**src/rtl/hazard_ctrl_if.sv**
```systemverilog
// Signal bundle between the MIPS front-end pipeline and hazard_ctrl.
// The pipeline side is the master; the hazard controller is the slave.
interface hazard_ctrl_if #(
  parameter int CNT_W = 16
);
  // Instruction in ID
  logic [4:0]       ID_Rs;
  logic [4:0]       ID_Rt;
  logic             ID_UsesRt;
  logic             ID_Branch;
  logic             ID_BranchTaken;
  logic             ID_Jump;
  logic             ID_MduOp;
  logic             ID_ReadsHiLo;
  logic             ID_Flushed;

  // Producers further down the pipe
  logic             EX_MemRead;
  logic             EX_RegWrite;
  logic [4:0]       EX_Rd;
  logic             MEM_MemRead;
  logic [4:0]       MEM_Rd;

  // Sequencing controls and status
  logic             PC_WriteEnable;
  logic             IFID_WriteEnable;
  logic             IFID_Flush;
  logic             IDEX_Bubble;
  logic             MduBusy;
  logic [CNT_W-1:0] StallCount;

  modport master (
    output ID_Rs, ID_Rt, ID_UsesRt, ID_Branch, ID_BranchTaken, ID_Jump,
           ID_MduOp, ID_ReadsHiLo, ID_Flushed,
           EX_MemRead, EX_RegWrite, EX_Rd, MEM_MemRead, MEM_Rd,
    input  PC_WriteEnable, IFID_WriteEnable, IFID_Flush, IDEX_Bubble,
           MduBusy, StallCount
  );

  modport slave (
    input  ID_Rs, ID_Rt, ID_UsesRt, ID_Branch, ID_BranchTaken, ID_Jump,
           ID_MduOp, ID_ReadsHiLo, ID_Flushed,
           EX_MemRead, EX_RegWrite, EX_Rd, MEM_MemRead, MEM_Rd,
    output PC_WriteEnable, IFID_WriteEnable, IFID_Flush, IDEX_Bubble,
           MduBusy, StallCount
  );
endinterface

```
**src/rtl/hazard_ctrl.sv**
```systemverilog
// Front-end sequencing for the 5-stage MIPS core: load-use / branch-operand
// stalls, ID redirects, MDU occupancy tracking and a saturating stall counter.
module hazard_ctrl #(
  parameter int MDU_LATENCY = 4,
  parameter int CNT_W       = 16
) (
  input  logic         Clock,
  input  logic         Reset,
  hazard_ctrl_if.slave hz
);

  typedef enum logic {
    IDLE = 1'b0,
    BUSY = 1'b1
  } mdu_state_e;

  localparam logic [3:0] MDU_LOAD = 4'(MDU_LATENCY - 1);

  // $0 is hard-wired to zero, so a write to it never creates a dependency.
  function automatic logic reg_match(input logic [4:0] dst, input logic [4:0] src);
    return (dst != 5'd0) && (dst == src);
  endfunction

  mdu_state_e       state_q, state_d;
  logic [3:0]       cnt_q, cnt_d;
  logic [CNT_W-1:0] stall_cnt_q, stall_cnt_d;

  logic ex_match, mem_match;
  logic lu_haz, br_ex_haz, br_mem_haz, mdu_haz;
  logic stall, redirect, mdu_issue, mdu_busy;

  assign mdu_busy = (state_q == BUSY);

  // Hazard detection
  always_comb begin
    ex_match   = reg_match(hz.EX_Rd, hz.ID_Rs) ||
                 (hz.ID_UsesRt && reg_match(hz.EX_Rd, hz.ID_Rt));
    mem_match  = reg_match(hz.MEM_Rd, hz.ID_Rs) ||
                 (hz.ID_UsesRt && reg_match(hz.MEM_Rd, hz.ID_Rt));

    // A flushed bubble in ID reads nothing, so it can never be hazarded.
    lu_haz     = !hz.ID_Flushed && hz.EX_MemRead && ex_match;
    br_ex_haz  = !hz.ID_Flushed && hz.ID_Branch && hz.EX_RegWrite && ex_match;
    br_mem_haz = !hz.ID_Flushed && hz.ID_Branch && hz.MEM_MemRead && mem_match;
    mdu_haz    = !hz.ID_Flushed && mdu_busy && (hz.ID_MduOp || hz.ID_ReadsHiLo);

    stall      = lu_haz || br_ex_haz || br_mem_haz || mdu_haz;
    redirect   = hz.ID_BranchTaken || hz.ID_Jump;
    mdu_issue  = (state_q == IDLE) && hz.ID_MduOp && !stall && !hz.ID_Flushed;
  end

  // Same-cycle pipeline controls; the stage registers sample them at the next edge.
  always_comb begin
    // NOTE: every output gets a default first so no path through this block infers a latch.
    hz.PC_WriteEnable   = 1'b1;
    hz.IFID_WriteEnable = 1'b1;
    hz.IFID_Flush       = 1'b0;
    hz.IDEX_Bubble      = 1'b0;

    if (Reset) begin
      hz.PC_WriteEnable   = 1'b0;
      hz.IFID_WriteEnable = 1'b0;
      hz.IFID_Flush       = 1'b1;
      hz.IDEX_Bubble      = 1'b1;
    end else if (stall) begin
      // A redirect under a stall is dropped; the branch is still in ID next cycle.
      hz.PC_WriteEnable   = 1'b0;
      hz.IFID_WriteEnable = 1'b0;
      hz.IDEX_Bubble      = 1'b1;
    end else if (redirect) begin
      hz.IFID_Flush       = 1'b1;
    end
  end

  // MDU occupancy countdown
  always_comb begin
    state_d = state_q;
    cnt_d   = cnt_q;

    unique case (state_q)
      IDLE: begin
        if (mdu_issue) begin
          state_d = BUSY;
          cnt_d   = MDU_LOAD;
        end
      end
      BUSY: begin
        cnt_d = cnt_q - 4'd1;
        if (cnt_q == 4'd1) begin
          state_d = IDLE;
        end
      end
      default: begin
        state_d = IDLE;
        cnt_d   = 4'd0;
      end
    endcase
  end

  // Performance counter sticks at all-ones rather than wrapping.
  always_comb begin
    stall_cnt_d = stall_cnt_q;
    if (stall && (stall_cnt_q != {CNT_W{1'b1}})) begin
      stall_cnt_d = stall_cnt_q + CNT_W'(1);
    end
  end

  always_ff @(posedge Clock) begin
    // NOTE: state is updated with non-blocking assignments so every flop samples pre-edge values.
    if (Reset) begin
      state_q     <= IDLE;
      cnt_q       <= 4'd0;
      stall_cnt_q <= '0;
    end else begin
      state_q     <= state_d;
      cnt_q       <= cnt_d;
      stall_cnt_q <= stall_cnt_d;
    end
  end

  assign hz.MduBusy    = mdu_busy;
  assign hz.StallCount = stall_cnt_q;

endmodule

```
**src/flat_wrapper.sv**
```systemverilog
// flat-port wrapper written by rule: the top's interface ports become plain ports
module hazard_ctrl_flat 
#(
  parameter int MDU_LATENCY = 4,
  parameter int CNT_W       = 16
)
  (Clock, Reset, hz_ID_Rs, hz_ID_Rt, hz_ID_UsesRt, hz_ID_Branch, hz_ID_BranchTaken, hz_ID_Jump, hz_ID_MduOp, hz_ID_ReadsHiLo, hz_ID_Flushed, hz_EX_MemRead, hz_EX_RegWrite, hz_EX_Rd, hz_MEM_MemRead, hz_MEM_Rd, hz_PC_WriteEnable, hz_IFID_WriteEnable, hz_IFID_Flush, hz_IDEX_Bubble, hz_MduBusy, hz_StallCount);
  hazard_ctrl_if #(.CNT_W(CNT_W)) hz_i ();
  input  logic Clock;
  input  logic Reset;
  input wire logic [$bits(hz_i.ID_Rs)-1:0] hz_ID_Rs;
  input wire logic [$bits(hz_i.ID_Rt)-1:0] hz_ID_Rt;
  input wire logic [$bits(hz_i.ID_UsesRt)-1:0] hz_ID_UsesRt;
  input wire logic [$bits(hz_i.ID_Branch)-1:0] hz_ID_Branch;
  input wire logic [$bits(hz_i.ID_BranchTaken)-1:0] hz_ID_BranchTaken;
  input wire logic [$bits(hz_i.ID_Jump)-1:0] hz_ID_Jump;
  input wire logic [$bits(hz_i.ID_MduOp)-1:0] hz_ID_MduOp;
  input wire logic [$bits(hz_i.ID_ReadsHiLo)-1:0] hz_ID_ReadsHiLo;
  input wire logic [$bits(hz_i.ID_Flushed)-1:0] hz_ID_Flushed;
  input wire logic [$bits(hz_i.EX_MemRead)-1:0] hz_EX_MemRead;
  input wire logic [$bits(hz_i.EX_RegWrite)-1:0] hz_EX_RegWrite;
  input wire logic [$bits(hz_i.EX_Rd)-1:0] hz_EX_Rd;
  input wire logic [$bits(hz_i.MEM_MemRead)-1:0] hz_MEM_MemRead;
  input wire logic [$bits(hz_i.MEM_Rd)-1:0] hz_MEM_Rd;
  output wire logic [$bits(hz_i.PC_WriteEnable)-1:0] hz_PC_WriteEnable;
  output wire logic [$bits(hz_i.IFID_WriteEnable)-1:0] hz_IFID_WriteEnable;
  output wire logic [$bits(hz_i.IFID_Flush)-1:0] hz_IFID_Flush;
  output wire logic [$bits(hz_i.IDEX_Bubble)-1:0] hz_IDEX_Bubble;
  output wire logic [$bits(hz_i.MduBusy)-1:0] hz_MduBusy;
  output wire logic [$bits(hz_i.StallCount)-1:0] hz_StallCount;
  assign hz_i.ID_Rs = hz_ID_Rs;
  assign hz_i.ID_Rt = hz_ID_Rt;
  assign hz_i.ID_UsesRt = hz_ID_UsesRt;
  assign hz_i.ID_Branch = hz_ID_Branch;
  assign hz_i.ID_BranchTaken = hz_ID_BranchTaken;
  assign hz_i.ID_Jump = hz_ID_Jump;
  assign hz_i.ID_MduOp = hz_ID_MduOp;
  assign hz_i.ID_ReadsHiLo = hz_ID_ReadsHiLo;
  assign hz_i.ID_Flushed = hz_ID_Flushed;
  assign hz_i.EX_MemRead = hz_EX_MemRead;
  assign hz_i.EX_RegWrite = hz_EX_RegWrite;
  assign hz_i.EX_Rd = hz_EX_Rd;
  assign hz_i.MEM_MemRead = hz_MEM_MemRead;
  assign hz_i.MEM_Rd = hz_MEM_Rd;
  assign hz_PC_WriteEnable = hz_i.PC_WriteEnable;
  assign hz_IFID_WriteEnable = hz_i.IFID_WriteEnable;
  assign hz_IFID_Flush = hz_i.IFID_Flush;
  assign hz_IDEX_Bubble = hz_i.IDEX_Bubble;
  assign hz_MduBusy = hz_i.MduBusy;
  assign hz_StallCount = hz_i.StallCount;
  hazard_ctrl #(.MDU_LATENCY(MDU_LATENCY), .CNT_W(CNT_W)) u_core (.Clock(Clock), .Reset(Reset), .hz(hz_i));
endmodule
```
**config.mk**
```make
export PLATFORM = sky130hd
export DESIGN_NAME = hazard_ctrl_flat
export DESIGN_NICKNAME = d
export VERILOG_FILES = /design/src/rtl/hazard_ctrl_if.sv /design/src/rtl/hazard_ctrl.sv /design/src/flat_wrapper.sv
export SDC_FILE = /design/constraint.sdc
export NUM_CORES = 1
export LEC_CHECK = 0
export BUFFER_PORTS_ARGS = -buffer_cell sky130_fd_sc_hd__buf_4
export CORE_ASPECT_RATIO = 0.75
export CORE_MARGIN = 4
export CORE_UTILIZATION = 52
export CTS_BUF_LIST = sky130_fd_sc_hd__clkbuf_4 sky130_fd_sc_hd__clkbuf_8
export DETAILED_ROUTE_END_ITERATION = 10
export PLACE_DENSITY = 0.85
export SYNTH_ARGS = -nofsm -noshare
export SYNTH_HDL_FRONTEND = slang
export SYNTH_SLANG_ARGS = --single-unit
```
**constraint.sdc**
```tcl
create_clock -name Clock -period 2.56 [get_ports Clock]
set_input_delay 0.256 -clock Clock [delete_from_list [all_inputs] [get_ports Clock]]
set_output_delay 0.256 -clock Clock [all_outputs]
set_load 0.03 [all_outputs]
```
Word level (Yosys, flattened, before mapping)
Cells that the tools add are included.
{"block": "op_classes", "addsub": 2, "n_eq_ne": 7, "muxes": 12, "bitwise_logic": 1, "reduce_logical": 30}
{"op": "== test 5 bit", "count": 4}
{"op": "logical AND 1 bit", "count": 19}
{"op": "adder 16 x 1 -> 16 bit, second input constant", "count": 1}
{"op": "inequality test 16 bit, second input constant", "count": 1}
{"op": "nonzero test 5 bit", "count": 2}
{"op": "two-way mux 1 bit", "count": 9}
{"op": "case mux 4 bit (2 select lines)", "count": 1}
{"op": "logical OR 1 bit", "count": 7}
{"op": "== test 4 x 1 -> 1 bit, second input constant", "count": 1}
{"op": "two-way mux 4 bit", "count": 1}
{"op": "subtractor 4 x 1 -> 4 bit, second input constant", "count": 1}
{"op": "logical NOT 1 bit", "count": 2}
{"op": "inequality test 2 x 1 -> 1 bit, second input constant", "count": 1}
{"op": "case mux 1 bit (2 select lines)", "count": 1}
{"op": "NOT 1 bit", "count": 1}
{"block": "totals", "ff_bits": 21, "input_bits": 32, "output_inout_bits": 21, "wordCells": 55}

Logic depth before layout (Yosys ltp)
Gate-level depths: netlist (run 1).
{"block": "depth", "ltp_word": 13, "depth_mapped": 7, "ltp_nobuf": 7}

Least setup slack after synthesis (run 1)
No wires, ideal clock.
{"block": "synth_path", "kind": "input-to-output", "from": "input port hz_MEM_Rd[0]", "to": "output port hz_PC_WriteEnable", "arrival_ns": 2.122, "required_ns": 2.304, "path_slack_ns": 0.182, "cell_stages": 6, "path_buffers": 1, "path_cell_list": "or4_1 > o2111a_2 > a22oi_4 > nand2_1 > nor2_1 > buf_4"}
{"block": "synth_between", "elab_chain_len": 9, "elab_cells_between_ends": 12, "classes_between": "2 x eq/ne; 2 x mux; 8 x reduce/logical"}
{"element": "start, declared", "line_no": "flat_wrapper.sv:24", "rtl": "input wire logic [$bits(hz_i.MEM_Rd)-1:0] hz_MEM_Rd;"}
{"element": "== test 5 bit / nonzero test 5 bit (equally long branches)", "line_no": "hazard_ctrl.sv:21", "rtl": "return (dst != 5'd0) && (dst == src);"}
{"element": "logical AND 1 bit", "line_no": "hazard_ctrl.sv:21"}
{"element": "logical AND 1 bit", "line_no": "hazard_ctrl.sv:39", "rtl": "(hz.ID_UsesRt && reg_match(hz.MEM_Rd, hz.ID_Rt));"}
{"element": "logical OR 1 bit (*)", "line_no": "hazard_ctrl.sv:38", "rtl": "mem_match = reg_match(hz.MEM_Rd, hz.ID_Rs) ||"}
{"element": "logical AND 1 bit (*)", "line_no": "hazard_ctrl.sv:44", "rtl": "br_mem_haz = !hz.ID_Flushed && hz.ID_Branch && hz.MEM_MemRead && mem_match;"}
{"element": "logical OR 1 bit (*) (2 in series)", "line_no": "hazard_ctrl.sv:47", "rtl": "stall = lu_haz || br_ex_haz || br_mem_haz || mdu_haz;"}
{"element": "two-way mux 1 bit (*) (2 in series)"}
{"element": "end, declared", "line_no": "flat_wrapper.sv:25", "rtl": "output wire logic [$bits(hz_i.PC_WriteEnable)-1:0] hz_PC_WriteEnable;"}
Mark *: on every way between the ends. The rest lies on a longest branch, timed or not.

Worst setup path after layout (run 1)
{"block": "layout_path", "from": "register u_core.stall_cnt_q[0] (netlist: u_core.hz.StallCount[0])", "to": "register u_core.stall_cnt_q[11] (netlist: u_core.hz.StallCount[11])"}
{"block": "layout_between", "elab_chain_len": 2, "elab_cells_between_ends": 3, "classes_between": "1 x add/sub; 1 x eq/ne; 1 x reduce/logical"}
{"element": "start, declared", "line_no": "hazard_ctrl.sv:26", "rtl": "logic [CNT_W-1:0] stall_cnt_q, stall_cnt_d;"}
{"element": "start signal, assigned", "line_no": "hazard_ctrl.sv:117", "rtl": "stall_cnt_q <= stall_cnt_d;"}
{"element": "parallel branches: the longest is 2 deep, another holds adder 16 x 1 -> 16 bit"}
Parallel ways; which one is timed is not known.
A chain may end at the register's enable or synchronous reset.

==> results.md, run 1 <==
* Max Cap Viol at 0
* Filler cells at 224
* Final routed DRC violation total at 0
* P&R area growth vs syn at 30.1%
* RSZ-0062 raised after global routing: false
* Sequential area share after synthesis at 27.2%
* 1st-iter DRT viols at 104
* Inserted Diodes at 0
* Critical path type: flop to flop
* Leak Pwr at 0.837 nW
* Global Route Usage Sum at 19.6%
* Reg clk slew, reported paths at 0.08 ns
* Worst setup EP type: flop
* Initial antenna violation count at 0
* Peak VDD IR at 0.380 mV
* Status: completed
* Share of layout cells above drive strength 1 at 31.4%
* Netlist cell types at 37
* PnR Total Power at 0.744 mW
* Slew headroom at 70.1%
* Ports at 53
* Syn nets at 226
* CTS-repair resized insts at 0
* Starting Density at 56.7%
* Synthesis-stage register bit count at 21
* Setup TNS at 0 ns
* Cts bufs inserted at 3
* Hold_buf cts at 0
* DRT Wirelength at 3710 microns
* Skew-Pair Late Insertion Delay at 0.26 ns
* CP max FO at 10
* Routed vias at 1522
* Clk sinks at 21
* Drt first pass iters at 4
* Worst EP arrival at 2.40 ns
* Die Width at 70.9 microns
* CTS tree: yes
* Dpl hpwl at 2950 microns
* Clock Path Buffers at 2
* Finished Layout Cells at 278
* Largest net degree at the start of global routing at 42
* Peak Freq at 446 MHz
* Core Region at 2720 sq um
* Worst slew pin tran at 0.447 ns
* Vias in the first global route at 1323
* Final ANT Viol Nets at 0
* Post CTS Setup Buffer Count at 0
* Root Buffer: clkbuf_8
* Post-place setup slack at 0.345 ns
* Period utilization at 87.5%
* First-pass GRT wire length at 6130 microns
* GRT overflow at 0
* Worst Setup Start Kind: flop
* Synthesized instance count at 191
* Final setup vio count at 0
* I/O Buffers at 52
* Placer congestion estimate at 0.876
* H-tree depth at 1
* Tmin final at 2.24 ns
* Syn_area_per_cell at 8.08 sq um
* Die Span Y at 55.2 microns
* Average routed wire per standard cell at 13.4 microns
* Clock Skews at 0.00509 ns
* Final nets at 278
* Row cnt at 16
* Die area at 3910 sq um
* Req. time, crit path at 2.72 ns
* Cell count after placement at 274
* Max-slew violations at 0
* Via density at 5.47
* HP Class: input port to flop
* Power per Cell Area at 370 nW/um^2
* Synth warn at 0
* Mapped cell area at 1540 sq um
* Final Hold Viols at 0
* Worst setup margin at 0.320 ns
stage by stage:
stage          area, sq um  hold WS (ns)  utilization (%)
4_1_cts               2010         0.374             73.8
6_report              2010         0.372             73.8
3_3_place_gp          1960         0.517             72.0
3_5_place_dp          1960         0.540             72.0
2_1_floorplan         1540         0.469                -
5_1_grt               2010         0.389             73.8
registers in the layout (all words and copies together), names as in the netlist:
signal / cells
u_core.hz.StallCount: 16
u_core.hz.MduBusy: 1
u_core.cnt_q: 4
worst paths after layout:
check	slack, ns	from	depth (start not counted)	endpoint
setup / recovery	0.32	u_core.hz.StallCount[0]	7	u_core.hz.StallCount[11]
hold reg to reg	0.55	u_core.hz.StallCount[1]	2	u_core.hz.StallCount[1]
setup reg to reg	0.32	u_core.hz.StallCount[0]	7	u_core.hz.StallCount[11]
hold / removal	0.37	hz_ID_MduOp	3	u_core.cnt_q[0]
cells by family after synthesis:
kind of cell	count (synthesis)	synth area share, %
muxes	15	11.1
buffers and inverters	13	3.40
adders and majority gates	3	2.43
DFF	21	27.2
AOI/OAI and AO/OA	33	16.3
xor gates and xnor gates	20	11.3
and+or+nand+nor	86	28.2
synthesized netlist by cell type (all sizes together):
cell    count  area (sq um)
nand3       6          30.0
nor2       25          93.8
o21bai      1          7.51
nand4       8          50.1
a31o        2          17.5
nor3        7          40.0
a21o        2          15.0
nand2b      2          12.5
o22ai       2          12.5
buf         1          7.51
a32oi       2          17.5
a211o       1          8.76
o211ai      1          12.5
or4         1          7.51
inv         7          26.3
clkbuf      5          18.8
dfxtp      21           420
o2111a      1          12.5
nand4b      1          15.0
a21boi      4          33.8
mux2       14           161
ha          3          37.5
a221oi      1          15.0
nand2      18          70.1
a211oi      1          7.51
or4b        1          10.0
a22oi       1          21.3
xnor2      20           175
or2         2          12.5
a21oi      14          70.1
mux2i       1          10.0
nor2b      15          93.8
cell usage in the layout, fill, tap and decap left out, types with 2 or more instances in the layout:
cell      Yosys  layout
a21boi_0      3       3
a21o_1        2       2
a21oi_1      14      14
a31o_1        2       2
a32oi_1       2       2
buf_4         1      53
clkbuf_8      0       3
dfxtp_1      21      21
ha_1          3       3
inv_1         7       7
mux2_1        6       6
mux2_2        7       7
nand2_1      17      17
nand2b_1      2       2
nand3_1       6       6
nand4_1       8       8
nor2_1       25      25
nor2b_1      15      15
nor3_1        6       6
o22ai_1       2       2
or2_2         2       2
xnor2_1      20      20
worst max-delay path, stage by stage, from the launching register on:
cell	delay, ns
dfxtp_1	0.41
ha_1	0.24
nand2_1	0.10
nor3_1	0.29
nand2_2	0.20
a32oi_1	0.41
a21boi_0	0.20
mux2_2	0.29
power by group:
group	internal (mW)	leakage [nW]	switching [mW]	total [mW]
logic	0.0899	0.645	0.0883	0.178
registers	0.335	0.170	0.0110	0.346
clock network	0.110	0.0217	0.110	0.220
layout make-up:
class | instances | area, sq um | share of cell area [%]
Multi-Input combinational cell | 157 | 1070 | 53.3
Sequential cell | 21 | 420 | 20.9
Timing Repair Buffer | 53 | 398 | 19.8
Tap cell | 36 | 45.0 | 2.24
Clock buffer | 3 | 41.3 | 2.05
Inverter | 7 | 26.3 | 1.31
Clock inverter | 1 | 7.51 | 0.374
per-layer routing:
metal | GRT usage [%] | vias up | wire (microns)
met1 | 27.2 | 702 | 1840
li1 | - | 770 | -
met4 | 2.81 | 0 | 8
met5 | 0 | - | 0
met3 | 5.23 | 2 | 300
met2 | 31.4 | 48 | 1560
(Power assumes the default switching activity.)
==> run 2, diff against run 1 <==
--- a/config.mk
+++ b/config.mk
@@ -8,10 +8,10 @@
 export BUFFER_PORTS_ARGS = -buffer_cell sky130_fd_sc_hd__buf_4
 export CORE_ASPECT_RATIO = 0.75
 export CORE_MARGIN = 4
-export CORE_UTILIZATION = 52
-export CTS_BUF_LIST = sky130_fd_sc_hd__clkbuf_4 sky130_fd_sc_hd__clkbuf_8
+export CORE_UTILIZATION = 50
+export CTS_BUF_LIST = sky130_fd_sc_hd__clkbuf_16
 export DETAILED_ROUTE_END_ITERATION = 10
-export PLACE_DENSITY = 0.85
+export PLACE_DENSITY = 0.83
 export SYNTH_ARGS = -nofsm -noshare
 export SYNTH_HDL_FRONTEND = slang
 export SYNTH_SLANG_ARGS = --single-unit
==> run 2 against run 1 <==
Against the previous run:
- total power increased by 15%
- setup slack better by 0.034 ns
- count of clock-buffer cells in the layout did not move
- clock skew shrank 0.0037 ns
- non-clock buffer count unchanged
- register-to-register slack improved by 0.03 ns
- first-iteration DRC count decreased by 41%
- core utilization shrank 4.6 points
- via count fell by 1.6%
- die area increased by 3.5%
- combinational power about the same
- sequential share of layout area fell by 0.37 points
- largest power group unchanged
==> results.md, run 2 (synthesized netlist as in run 1, its figures left out) <==
* Worst setup EP type: flop
* Final Hold Viols at 0 (unchanged)
* Average routed wire per standard cell at 12.6 microns (-5.7%)
* Global Route Usage Sum at 17.7% (-1.9 points)
* Clock Skews at 0.00140 ns (-0.00369 ns)
* Worst EP arrival at 2.35 ns (-0.05 ns)
* Die area at 4050 sq um (+3.5%)
* Max-slew violations at 0 (unchanged)
* Filler cells at 252 (+13%)
* Slowest stage delay, CP at 0.41 ns (about the same)
* DRT Wirelength at 3530 microns (-5.0%)
* Status: completed
* Hold_buf cts at 0 (unchanged)
* Final nets at 278 (unchanged)
* Slowest CP cell: dfxtp_1
* Max Cap Viol at 0 (unchanged)
* Final setup vio count at 0 (unchanged)
* Number of flip-flops in the largest register at 16 (unchanged)
* Starting Density at 52.2% (-4.5 points)
* Peak VDD IR at 0.378 mV (-0.39%)
* Most common cell after layout, fill and taps aside: buf_4
* Via density at 5.35 (-2.3%)
* CTS tree: yes
* Slew headroom at 69.3% (-0.83 points)
* Die Span Y at 56.1 microns (+1.7%)
* H-tree depth at 1 (unchanged)
* CP max FO at 10 (unchanged)
* Leak Pwr at 0.852 nW (+1.8%)
* Critical path type: flop to flop
* Ports at 53 (unchanged)
* Worst slew pin tran at 0.461 ns (+0.0137 ns)
* 1st-iter DRT viols at 61 (-41%)
* Worst-path cell chain: ha_1 -> nand2_1 -> nor3_1 -> nand2_2 -> a32oi_1 -> a21boi_0 -> mux2_2
* Die Width at 72.2 microns (+1.8%)
* Share of layout cells above drive strength 1 at 31.4% (unchanged)
* Skew-Pair Late Insertion Delay at 0.25 ns (about the same)
* Inserted Diodes at 0 (unchanged)
* Hold WS at 0.376 ns (+0.00368 ns)
* Row cnt at 17 (+1)
* Req. time, crit path at 2.71 ns (about the same)
* Drt first pass iters at 4 (unchanged)
* CTS-repair resized insts at 0 (unchanged)
* First-pass GRT wire length at 5990 microns (-2.3%)
* Worst Setup Start Kind: flop
* Vias in the first global route at 1367 (+3.3%)
* Largest net degree at the start of global routing at 42 (unchanged)
* Initial antenna violation count at 0 (unchanged)
* Post CTS Setup Buffer Count at 0 (unchanged)
* Dpl hpwl at 2730 microns (-7.3%)
* Clock Path Buffers at 2 (unchanged)
* Placer congestion estimate at 0.902 (+2.9%)
* P&R area growth vs syn at 32.5%
* Final ANT Viol Nets at 0 (unchanged)
* Period utilization at 86.2% (-1.3 points)
* GRT overflow at 0 (unchanged)
* RSZ-0062 raised after global routing: false
* I/O Buffers at 52 (unchanged)
* Core Region at 2960 sq um (+8.6%)
* Most frequent cells in the layout: buf_4, nor2_1, dfxtp_1
* Cts bufs inserted at 3 (unchanged)
* Area of the multi-input gates at 1070 sq um (unchanged)
* Reg clk slew, reported paths at 0.06 ns (-0.02 ns)
* HP Class: input port to flop
* Critical path buffer and inverter count at 0 (unchanged)
* Crit-path leading delay family: compound AO/OA/AOI/OAI gates
* Routed vias at 1498 (-1.6%)
* Critical Path Start: u_core.hz.StallCount[0]
* Root Buffer: clkbuf_16
* Setup TNS at 0 ns (unchanged)
* Peak Freq at 453 MHz (+1.6%)
* Power per Cell Area at 420 nW/um^2 (+13%)
* Final routed DRC violation total at 0 (unchanged)
* Tmin final at 2.21 ns (-0.0344 ns)
* R2R Path Start: u_core.hz.StallCount[0]
* Area occupied by registers at 420 sq um (unchanged)
* Hold Path Origin: hz_ID_MduOp
* Clk sinks at 21 (unchanged)
-- run 2: cell count changes in the layout (fill, tap and decap cells not counted) --
cell       delta
clkbuf_16     +3
clkbuf_8      -3
-- run 2: stage by stage --
stage	total power [mW]	area, sq um	setup WS, ns	cells	utilization [%]
6_report	0.859	2050	0.354	280	69.2
5_1_grt	0.896	2050	0.161	280	69.2
4_1_cts	0.868	2050	0.358	280	69.2
3_5_place_dp	0.529	1960	0.365	276	66.4
3_3_place_gp	0.527	1960	0.373	276	66.4
2_1_floorplan	0.457	1540	0.182	191	-
-- run 2: power by group --
part / switching, mW / internal [mW]
registers: 0.0105 / 0.336
logic: 0.0855 / 0.0897
clock network: 0.126 / 0.211
total: 0.222 / 0.637
-- run 2: worst min-delay path: cells and delay by family --
kind            cells  cell delay (ns)
compound gates      1             0.08
buf+inv             1             0.12
simple gates        1             0.13
-- run 2: cell type report --
type                       instances  share of cell area (%)
clock buffer                       3                    3.67
multi-input combinational        157                    52.4
inverter                           7                    1.28
tap                               38                    2.32
sequential                        21                    20.6
clock inverter                     1                   0.367
timing repair buffer              53                    19.4
-- run 2: worst paths after layout --
path | endpoint | slack, ns | depth (start not counted)
hold / removal | u_core.cnt_q[0] | 0.38 | 3
setup / recovery | u_core.hz.StallCount[11] | 0.35 | 7
setup reg to reg | u_core.hz.StallCount[11] | 0.35 | 7
hold reg to reg | u_core.hz.StallCount[1] | 0.53 | 2
-- run 2: routing by layer --
layer | global-route usage, % | share of wire [%] | up-vias
met4 | 2.41 | 0.48 | 0
met5 | 0 | 0 | -
li1 | - | - | 772
met2 | 27.2 | 44 | 45
met1 | 25.2 | 47 | 679
met3 | 4.51 | 8.0 | 2
